## src/rtl/mips_mem_arb_pkg.sv

```systemverilog
// Shared types and constants for the MIPS instruction/data memory arbiter.
package mips_mem_arb_pkg;

  typedef enum logic [1:0] {
    FETCH  = 2'd0,
    DECODE = 2'd1,
    DATA   = 2'd2,
    COMMIT = 2'd3
  } arb_state_t;

  localparam logic [31:0] ERR_DATA_DEFAULT = 32'hDEADBEEF;
  localparam int          CNT_W            = 32;

endpackage

```

## src/rtl/mips_mem_arb_timeout.sv

```systemverilog
// Counts consecutive bus wait cycles and flags the cycle on which the limit is hit.
module mips_mem_arb_timeout #(
  parameter int LIMIT = 16
) (
  input  logic clk,
  input  logic reset,
  input  logic clear,
  input  logic enable,
  output logic limit_reached
);

  localparam int W = $clog2(LIMIT + 1);

  logic [W-1:0] count;

  always_ff @(posedge clk or negedge reset) begin
    if (!reset)
      count <= '0;
    else if (clear)
      count <= '0;
    else if (enable)
      count <= count + 1'b1;
  end

  // High during the LIMIT-th consecutive wait cycle, so the access is abandoned at that edge.
  assign limit_reached = enable && (count == W'(LIMIT - 1));

endmodule

```

## src/rtl/mips_mem_arbiter.sv

```systemverilog
// Serialises CPU fetch and data accesses onto one memory bus and gates the CPU
// through clk_enable until each instruction's accesses are complete.
module mips_mem_arbiter
  import mips_mem_arb_pkg::*;
#(
  parameter int          WAIT_LIMIT = 16,
  parameter logic [31:0] ERR_DATA   = ERR_DATA_DEFAULT
) (
  input  logic        clk,
  input  logic        reset,
  input  logic [31:0] instr_address,
  output logic [31:0] instr_readdata,
  input  logic [31:0] data_address,
  input  logic        data_read,
  input  logic        data_write,
  input  logic [31:0] data_writedata,
  output logic [31:0] data_readdata,
  output logic        clk_enable,
  output logic [31:0] mem_address,
  output logic        mem_read,
  output logic        mem_write,
  output logic [31:0] mem_writedata,
  input  logic [31:0] mem_readdata,
  input  logic        mem_waitrequest,
  output logic        bus_error,
  output logic [31:0] commit_count,
  output logic [31:0] stall_count
);

  arb_state_t  state;
  logic        busy;
  logic        waiting;
  logic        timed_out;
  logic        done;
  logic [31:0] rd_value;

  assign busy     = mem_read | mem_write;
  assign waiting  = busy & mem_waitrequest;
  assign done     = busy & (~mem_waitrequest | timed_out);
  assign rd_value = timed_out ? ERR_DATA : mem_readdata;

  // Addresses and store data follow the live CPU ports, which stay stable while clk_enable is low.
  assign mem_address   = !busy ? '0 : ((state == FETCH) ? instr_address : data_address);
  assign mem_writedata = mem_write ? data_writedata : '0;

  mips_mem_arb_timeout #(
    .LIMIT(WAIT_LIMIT)
  ) u_timeout (
    .clk          (clk),
    .reset        (reset),
    .clear        (done),
    .enable       (waiting),
    .limit_reached(timed_out)
  );

  // The strobes are registered and raised on entry to an access state; the first
  // FETCH after reset spends one idle cycle raising mem_read.
  always_ff @(posedge clk or negedge reset) begin
    if (!reset) begin
      state          <= FETCH;
      mem_read       <= 1'b0;
      mem_write      <= 1'b0;
      clk_enable     <= 1'b0;
      bus_error      <= 1'b0;
      instr_readdata <= '0;
      data_readdata  <= '0;
    end else begin
      if (timed_out)
        bus_error <= 1'b1;
      unique case (state)
        FETCH: begin
          if (!busy) begin
            mem_read <= 1'b1;
          end else if (done) begin
            instr_readdata <= rd_value;
            mem_read       <= 1'b0;
            state          <= DECODE;
          end
        end
        DECODE: begin
          if (data_write) begin
            mem_write <= 1'b1;
            state     <= DATA;
            if (data_read)
              bus_error <= 1'b1;
          end else if (data_read) begin
            mem_read <= 1'b1;
            state    <= DATA;
          end else begin
            clk_enable <= 1'b1;
            state      <= COMMIT;
          end
        end
        DATA: begin
          if (done) begin
            if (mem_read)
              data_readdata <= rd_value;
            mem_read   <= 1'b0;
            mem_write  <= 1'b0;
            clk_enable <= 1'b1;
            state      <= COMMIT;
          end
        end
        COMMIT: begin
          clk_enable <= 1'b0;
          mem_read   <= 1'b1;
          state      <= FETCH;
        end
      endcase
    end
  end

  always_ff @(posedge clk or negedge reset) begin
    if (!reset) begin
      commit_count <= '0;
      stall_count  <= '0;
    end else begin
      if (state == COMMIT)
        commit_count <= commit_count + 1'b1;
      if (waiting)
        stall_count <= stall_count + 1'b1;
    end
  end

endmodule

```

## config.mk

```make
export PLATFORM = sky130hd
export DESIGN_NAME = mips_mem_arbiter
export DESIGN_NICKNAME = d
export VERILOG_FILES = /design/src/rtl/mips_mem_arb_pkg.sv /design/src/rtl/mips_mem_arb_timeout.sv /design/src/rtl/mips_mem_arbiter.sv
export SDC_FILE = /design/constraint.sdc
export NUM_CORES = 1
export LEC_CHECK = 0
export BUFFER_PORTS_ARGS = -buffer_cell sky130_fd_sc_hd__buf_4
export CORE_MARGIN = 8
export CORE_UTILIZATION = 46
export DETAILED_ROUTE_END_ITERATION = 10
export HOLD_SLACK_MARGIN = 0.15
export PLACE_DENSITY = 0.8
export SKIP_LAST_GASP = 1
export SLEW_MARGIN = 20
export SYNTH_ARGS = -nofsm -noshare
export SYNTH_HDL_FRONTEND = slang
export SYNTH_SLANG_ARGS = --single-unit
```

## constraint.sdc

```tcl
create_clock -name clk -period 2.3 [get_ports clk]
set_input_delay 0.23 -clock clk [delete_from_list [all_inputs] [get_ports clk]]
set_output_delay 0.23 -clock clk [all_outputs]
set_load 0.005 [all_outputs]
```

### Word-level counts from Yosys, hierarchy flattened

Index checks and enable logic that the tools add are counted.

| operators by class | value |
|---|---|
| reductions and logical operators | 11 |
| add/sub/neg operators | 3 |
| mux-type cells | 28 |
| equality and inequality tests | 11 |
| bitwise gates (word level) | 5 |

Operators with widths:

| kind | count |
|---|---|
| 32-bit two-way mux | 4 |
| 32-bit by 1-bit adder with 32-bit output (second input constant) | 2 |
| 1-bit two-way mux | 15 |
| 2-bit inequality test (second input constant) | 7 |
| 3-bit AND reduction | 4 |
| 5-bit two-way mux | 2 |
| 2-bit case mux with 4 select lines | 1 |
| 2-bit two-way mux | 3 |
| 5-bit by 1-bit adder with 5-bit output (second input constant) | 1 |
| 5-bit by 4-bit equality test with 1-bit output (second input constant) | 1 |
| 2-bit equality test (second input constant) | 2 |
| 1-bit case mux with 4 select lines | 1 |
| 4-bit AND reduction | 1 |
| 2-bit nonzero test | 2 |
| 1-bit case mux with 3 select lines | 1 |
| 3-bit nonzero test | 1 |
| 1-bit AND | 2 |
| 2-bit by 1-bit equality test with 1-bit output (second input constant) | 1 |
| 2-bit zero test | 1 |
| 1-bit bitwise OR | 2 |
| 1-bit case mux with 2 select lines | 1 |
| 2-bit AND reduction | 1 |
| 1-bit logical AND | 1 |
| 1-bit inverter | 1 |

| word-level totals | value |
|---|---|
| logic and storage cells | 68 |
| output and inout port bits | 196 |
| bits in registers | 139 |

### Logic depth before layout (Yosys ltp)

Gate-level depths: netlist of the first run.

| depth | value |
|---|---|
| depth in word-level cells | 8 |
| gate-level depth with buffers | 9 |
| mapped depth without buffers | 7 |

### By module

From an unflattened synthesis of the first run, not the netlist that was laid out.

| second synthesis, totals | value |
|---|---|
| cells, all modules | 688 |
| area, all modules | 6,721.4 µm² |

Modules (own cells, without submodules):

| module | area each (µm²) | cells an instance | times used |
|---|---|---|---|
| mips_mem_arbiter | 6,436.2 | 664 | 1 |
| mips_mem_arb_timeout | 285.3 | 24 | 1 |

### Worst setup path after synthesis of the first run

OpenSTA, ideal clock, no wires.

| timing path | value |
|---|---|
| kind | register to register |
| from | reg u_timeout.count[0] |
| to | reg data_readdata[0] |
| setup time | 0.134 ns |
| cell stages (with the launch flop) | 9 |
| path buffers | 2 |
| period minus slack after synthesis | 1.944 ns |
| setup slack | 0.356 ns |
| data arrival time | 1.810 ns |
| cells stage by stage | dfrtp_1 -> ha_1 -> and3_1 -> ha_1 -> nand2b_1 -> buf_2 -> nand3_1 -> clkbuf_1 -> o21ai_0 |

| between the ends | value |
|---|---|
| longest elaborated chain between the ends | 5 |
| elaborated cells on any way between the ends | 6 |
| classes of those cells | 1 x eq/ne; 1 x mux; 2 x bitwise; 2 x reduce/logical |

Ends and longest elaborated chain:

| element | line | RTL |
|---|---|---|
| start: declaration | mips_mem_arb_timeout.sv:14 | `logic [W-1:0] count;` |
| start signal: assignment | mips_mem_arb_timeout.sv:22 | `count <= count + 1'b1;` |
| 5-bit by 4-bit equality test with 1-bit output (*) | mips_mem_arb_timeout.sv:26 | `assign limit_reached = enable && (count == W'(LIMIT - 1));` |
| 1-bit logical AND (*) | mips_mem_arb_timeout.sv:26 |  |
| 1-bit bitwise OR | mips_mem_arbiter.sv:39 | `assign done = busy & (~mem_waitrequest \| timed_out);` |
| 1-bit AND | mips_mem_arbiter.sv:39 |  |
| 3-bit AND reduction (no source line) | n/a |  |
| end signal: assignment | mips_mem_arbiter.sv:97 | `data_readdata <= rd_value;` |
| end: declaration | mips_mem_arbiter.sv:17 | `output logic [31:0] data_readdata,` |

Mark *: on every way between the ends. The rest lies on a longest branch, timed or not.
A chain may end at the register's enable or synchronous reset.

### Final worst setup path of the first run

| timing path | value |
|---|---|
| from | reg mem_write |
| to | out mem_address[0] |

| between the ends | value |
|---|---|
| longest elaborated chain between the ends | 2 |

Ends and longest elaborated chain:

| element | line | RTL |
|---|---|---|
| start: declaration | mips_mem_arbiter.sv:21 | `output logic mem_write,` |
| start signal: assignment | mips_mem_arbiter.sv:62 | `mem_write <= 1'b0;` |
| start signal: assignment | mips_mem_arbiter.sv:82 | `mem_write <= 1'b1;` |
| start signal: assignment | mips_mem_arbiter.sv:99 | `mem_write <= 1'b0;` |
| 1-bit bitwise OR | mips_mem_arbiter.sv:37 | `assign busy = mem_read \| mem_write;` |
| 32-bit two-way mux | mips_mem_arbiter.sv:43 | `assign mem_address = !busy ? '0 : ((state == FETCH) ? instr_address : data_address);` |
| end: declaration | mips_mem_arbiter.sv:19 | `output logic [31:0] mem_address,` |

Every way passes these cells.

==> impl_metrics.csv, run 1 <==
group,metric,value,unit
synth,synth_top_flop_cell,"dfrtp_1",
synth,ys_ff_latch,139,
synth,async_flop_share,100,%
routing,vias_per_cell,5.23,
cts,path_clk_slew,0.06,ns
sta,setup_viol_count_final,0,
grt,grt_pass1_wl,34900,um
cts,clockRootBuffer,"clkbuf_16",
floorplan,start_util,46.4,%
sta,rsz0062_at_grt,"false",
power_and_ir_drop,p_per_area,1060,mW/mm^2
cts,cts_buffers,17,
sta,fmax,464,MHz
critical_path,critPathSlowestCell,"dfrtp_1",
critical_path,slowest_delay,0.45,ns
cts,clk_path_buf_depth,2,
synth,ys_seq_area_share,52.4,%
final_layout,layout_common_cells,"340 x buf_4, 139 x dfrtp_1, 100 x nand2_1",
sta,hold-worst-slack,0.205,ns
final_layout,multiInputGateArea,0.00299,mm^2
synth,synth_cell_types,47,
routing,route.detailed.drc,0,
routing,wl_per_cell,18.3,um
run,cap_violations,0,
placed_design,placed_cells,1162,
synth,syn-mean-instance-area,9.95,um^2
sta,max-slew-margin-rel,58.1,%
floorplan,fp.dieArea,0.0185,mm^2
cts,htreeDepth,4,
floorplan,die_w,136,um
sta,final.period_utilization,93.6,%
floorplan,io_pins,329,
critical_path,path_class,"reg2out",
synth,yosysWarnings,0,
synth,syn_nets,808,
critical_path,startpoint_type,"flop",
final_layout,drive_gt1_share,38.1,%
final_layout,diodes,0,
placed_design,dpl_worst_slack,0.200,ns
placed_design,place_congestion,0.820,
critical_path,cp_cell_sequence,"buf_4 > buf_4 > nor2_2 > buf_6 > nor2_1 > buf_4",
routing,drtPass1Iterations,5,
final_layout,fin_cells,1230,
floorplan,die_y,136,um
cts,cts_tree,"yes",
grt,grt_pass1_vias,6630,
synth,syn-cell-area,0.00664,mm^2
grt,grt_max_degree,70,
critical_path,arrival,1.92,ns
placed_design,placed_area,0.00937,mm^2
sta,drv_slew,0,
grt,overflow,0,
sta,layout_setup_ws,0.147,ns
final_layout,seqCellArea,0.00348,mm^2
sta,worstMarginPinSlew,0.629,ns
power_and_ir_drop,leakagePower,5.21,nW
final_layout,final_common_cell,"buf_4",
final_layout,fillCellCount,1012,
final_layout,finalNetCount,1174,
grt,track_usage,23.9,%
routing,drt_wl_total,22500,um
critical_path,crit_family,"buffers and inverters",
routing,ant_nets,0,
critical_path,cp_max_fo,37,
placed_design,port_buffers,328,
sta,hold_viol,0,
cts,clock-sinks,139,
placed_design,dp_hpwl,16400,um
synth,synthCells,667,
floorplan,rows,44,
cts,worstSkewPairLatency,0.41,ns
final_layout,area_growth,55.7,%
critical_path,required,2.07,ns
final_layout,fin_area,0.0103,mm^2
sta,fin_crit,2.15,ns
routing,drtIter0Drc,314,
synth,synth_edf_count,0,
critical_path,endpoint_kind,"primary output",
grt,antenna_found_initial,0,
floorplan,design.core.area,0.0143,mm^2
routing,vias,6438,
critical_path,cp_common_cell,"buf_4",
min_path,hp-class,"in2reg",
status,status,"finished clean",
sta,fin_skew,0.0115,ns
power_and_ir_drop,peakVddDrop,715,uV
critical_path,critPathBufInv,4,
sta,tns,0,ns
-- area by class of cell --
type                       instances  area share (%)
clock buffer                      21            4.65
tap                              184            2.23
inverter                           8           0.291
sequential                       139            33.7
timing repair buffer             382            29.2
clock inverter                    11            1.05
multi-input combinational        485            28.9
-- synth_stat cells, types with 3 or more instances --
master | count | area share [%]
nand4b_1 | 3 | 0.40
nand4_1 | 27 | 2.5
xor2_1 | 8 | 1.1
and3_1 | 14 | 1.3
and2_1 | 36 | 3.4
clkbuf_1 | 18 | 1.0
ha_1 | 8 | 1.5
nor2_1 | 65 | 3.7
nor3_1 | 4 | 0.30
inv_1 | 8 | 0.45
nand2_1 | 100 | 5.7
nand3_1 | 18 | 1.4
mux2i_1 | 32 | 4.8
a21oi_1 | 4 | 0.30
o21ai_0 | 71 | 5.4
and4_1 | 6 | 0.79
dfrtp_1 | 139 | 52
buf_2 | 15 | 1.1
xnor2_1 | 54 | 7.1
-- flip-flops by register name, summed over array words and instances, names as in the netlist, 2 cells and up --
name and cells:
commit_count 32, data_readdata 32, instr_readdata 32, stall_count 32, state 2, u_timeout.count 5
-- stage by stage --
| step | total power, mW | utilization (%) |
|---|---|---|
| after floorplan | 5.46 | - |
| after global placement | 8.04 | 65.4 |
| final | 10.9 | 72.2 |
| after CTS | 10.9 | 72.1 |
| after detailed placement | 8.15 | 65.4 |
| after global routing | 11.5 | 72.2 |
-- repair_timing --
| action | in CTS | in global routing |
|---|---|---|
| endpoints found under the hold margin | 130 | 0 |
| setup endpoints to repair | 24 | 67 |
| cloned | 0 | 0 |
| setup buffers | 0 | 1 |
| resized for setup | 1 | 2 |
| pin swaps | 0 | 1 |
| hold buffers | 35 | 0 |
-- worst paths after layout --
path | end | from | slack [ns] | depth (start not counted)
max | mem_address[0] | mem_write | 0.15 | 6
min reg2reg | stall_count[31] | stall_count[31] | 0.48 | 1
max in group asynchronous | state[0] | reset | 1.17 | 3
min | mem_write | data_write | 0.21 | 3
min in group asynchronous | instr_readdata[26] | reset | 0.40 | 2
max reg2reg | data_readdata[26] | u_timeout.count[0] | 0.22 | 7
-- logic make-up (layout without fill, tap and decap cells) --
group | after synthesis | in the layout | share of synthesized area [%]
multiplexers | 34 | 34 | 5.16
buffers and inverters | 43 | 422 | 2.88
AND/OR/NAND/NOR | 293 | 293 | 22.6
AO/OA/AOI/OAI | 88 | 88 | 7.26
adder cells (fa/ha/maj) | 8 | 8 | 1.51
XOR/XNOR | 62 | 62 | 8.18
flip-flops | 139 | 139 | 52.4
-- layer usage --
layer  part of all wire (%)  global-route usage (%)  wire length (um)  vias up
li1                       -                       -                 -     3005
met1                     36                    24.8              8050     3124
met2                     53                    43.3             12000      270
met3                    8.3                    7.76              1870       39
met4                    2.7                    10.1               618        0
met5                      0                       0                 0        -
-- worst register-to-register path, stage by stage (launching register included) --
cell and delay, ns:
dfrtp_1 0.40, ha_1 0.22, and3_1 0.19, ha_1 0.19, nand2b_1 0.29, nand3_2 0.17, buf_12 0.25, o21ai_0 0.22
-- power breakdown --
part | switching (mW) | internal [mW] | total (mW)
sequential | 0.540 | 3.13 | 3.67
clock | 1.04 | 1.61 | 2.66
combinational | 2.13 | 2.46 | 4.59
total | 3.71 | 7.20 | 10.9
Note: power is estimated with default switching activity, not from simulation.
==> inputs of run 2 (changes only) <==
- RECOVER_POWER: default -> 100
==> run 2 against run 1 <==
  * The run now ends with max-capacitance violations, max-slew violations left
  * Critical endpoint unchanged
  * Sequential share of layout area increased by 1.1 points
  * Largest cell class unchanged
  * Cell area down 3.1%
  * Routed wire length is 0.31% lower
==> impl_metrics.csv, run 2 (synthesis results as in run 1) <==
group,metric,value,unit
floorplan,io_pins,329,
routing,drtIter0Drc,318,
critical_path,required,2.07,ns
critical_path,path_class,"reg2out",
power_and_ir_drop,leakagePower,4.85,nW
cts,cts_tree,"yes",
final_layout,diodes,0,
sta,setup_viol_count_final,0,
final_layout,fillCellCount,1109,
grt,grt_pass1_vias,6630,
cts,path_clk_slew,0.06,ns
final_layout,final_common_cell,"buf_4",
final_layout,layout_common_cells,"156 x buf_4, 139 x dfrtp_1, 118 x clkbuf_4",
cts,clock-sinks,139,
status,violations,"max-capacitance violations, max-slew violations",
sta,rsz0062_at_grt,"false",
routing,drtPass1Iterations,4,
grt,grt_max_degree,70,
critical_path,cp_cell_sequence,"buf_4 > buf_4 > nor2_2 > buf_6 > nor2_1 > clkbuf_4",
cts,worstSkewPairLatency,0.41,ns
routing,ant_nets,0,
power_and_ir_drop,p_per_area,1040,mW/mm^2
critical_path,critPathSlowestCell,"dfrtp_1",
min_path,hp-class,"in2reg",
sta,max-slew-margin-rel,-10.8,%
floorplan,design.core.area,0.0143,mm^2
sta,tns,0,ns
placed_design,place_congestion,0.820,
routing,wl_per_cell,18.3,um
final_layout,drive_gt1_share,31.3,%
sta,final.period_utilization,93.2,%
critical_path,startpoint_type,"flop",
sta,worstMarginPinSlew,1.66,ns
grt,grt_pass1_wl,34900,um
floorplan,die_y,136,um
power_and_ir_drop,totalPowerFinal,10.4,mW
critical_path,slowest_delay,0.45,ns
grt,track_usage,23.9,%
routing,vias_per_cell,5.22,
cts,htreeDepth,4,
final_layout,area_growth,50.9,%
critical_path,arrival,1.91,ns
floorplan,fp.dieArea,0.0185,mm^2
grt,antenna_found_initial,0,
sta,fmax,466,MHz
cts,cts_buffers,17,
critical_path,cp_max_fo,37,
sta,drv_slew,70,
floorplan,rows,44,
critical_path,endpoint_kind,"primary output",
critical_path,cp_common_cell,"buf_4",
floorplan,die_w,136,um
run,cap_violations,1,
routing,drt_wl_total,22500,um
sta,hold_viol,0,
floorplan,start_util,46.4,%
power_and_ir_drop,peakVddDrop,687,uV
placed_design,dp_hpwl,16400,um
final_layout,finalNetCount,1174,
routing,vias,6418,
sta,fin_skew,0.0120,ns
placed_design,port_buffers,328,
status,status,"finished with violations",
grt,overflow,0,
routing,route.detailed.drc,0,
sta,fin_crit,2.14,ns
cts,clk_path_buf_depth,2,
cts,clockRootBuffer,"clkbuf_16",
[run 2: critical path, delay by kind of cell, from the launching register on]
| kind | cells | cell delay (ns) |
|---|---|---|
| DFF | 1 | 0.45 |
| buffers and inverters | 4 | 0.82 |
| and+or+nand+nor | 2 | 0.24 |
[run 2: final timing paths]
kind	depth (start not counted)	endpoint	slack, ns	start
min	3	mem_write	0.21	data_write
max	6	mem_address[0]	0.16	mem_write
max reg2reg	5	stall_count[11]	0.20	mem_write
min in group asynchronous	2	instr_readdata[26]	0.80	reset
min reg2reg	1	stall_count[31]	0.48	stall_count[31]
max in group asynchronous	3	commit_count[3]	0.40	reset
[run 2: timing repair]
item / CTS / global route
endpoints found under the hold margin: 130 / 0
pin swaps: 0 / 1
hold buffers: 35 / 0
endpoints found under the setup margin: 24 / 67
buffers inserted: 0 / 1
gates resized for setup: 1 / 2
[run 2: area by class of cell]
type	count	area, um^2	share of cell area (%)
Timing Repair Buffer	382	2760	27.5
Tap cell	184	230	2.30
Inverter	8	30.0	0.300
Clock buffer	21	480	4.80
Sequential cell	139	3480	34.7
Clock inverter	11	109	1.09
Multi-Input combinational cell	485	2940	29.3
[run 2: layer usage]
| layer | track usage, % | part of all wire [%] | vias to the layer above |
|---|---|---|---|
| li1 | - | - | 3003 |
| met1 | 24.8 | 36 | 3091 |
| met2 | 43.3 | 53 | 276 |
| met3 | 7.76 | 8.4 | 48 |
| met4 | 10.1 | 3.0 | 0 |
| met5 | 0 | 0 | - |
[run 2: power breakdown]
group	internal [mW]	leakage [nW]	switching, mW	total [mW]
clock network	1.61	0.279	1.04	2.65
registers	3.13	1.81	0.523	3.65
logic	2.03	2.76	2.11	4.14
total	6.77	4.85	3.67	10.4
[run 2: stage by stage]
step | utilization, % | instances | hold WS [ns] | instance area (um^2) | worst slack [ns]
5_1_grt | 70.0 | 1230 | 0.210 | 10000 | 0.0394
3_5_place_dp | 65.4 | 1162 | 0.275 | 9370 | 0.200
2_1_floorplan | - | 667 | -0.0656 | 6640 | 0.356
6_report | 70.0 | 1230 | 0.208 | 10000 | 0.156
4_1_cts | 72.1 | 1229 | 0.186 | 10300 | 0.0265
3_3_place_gp | 65.4 | 1162 | 0.267 | 9370 | 0.280
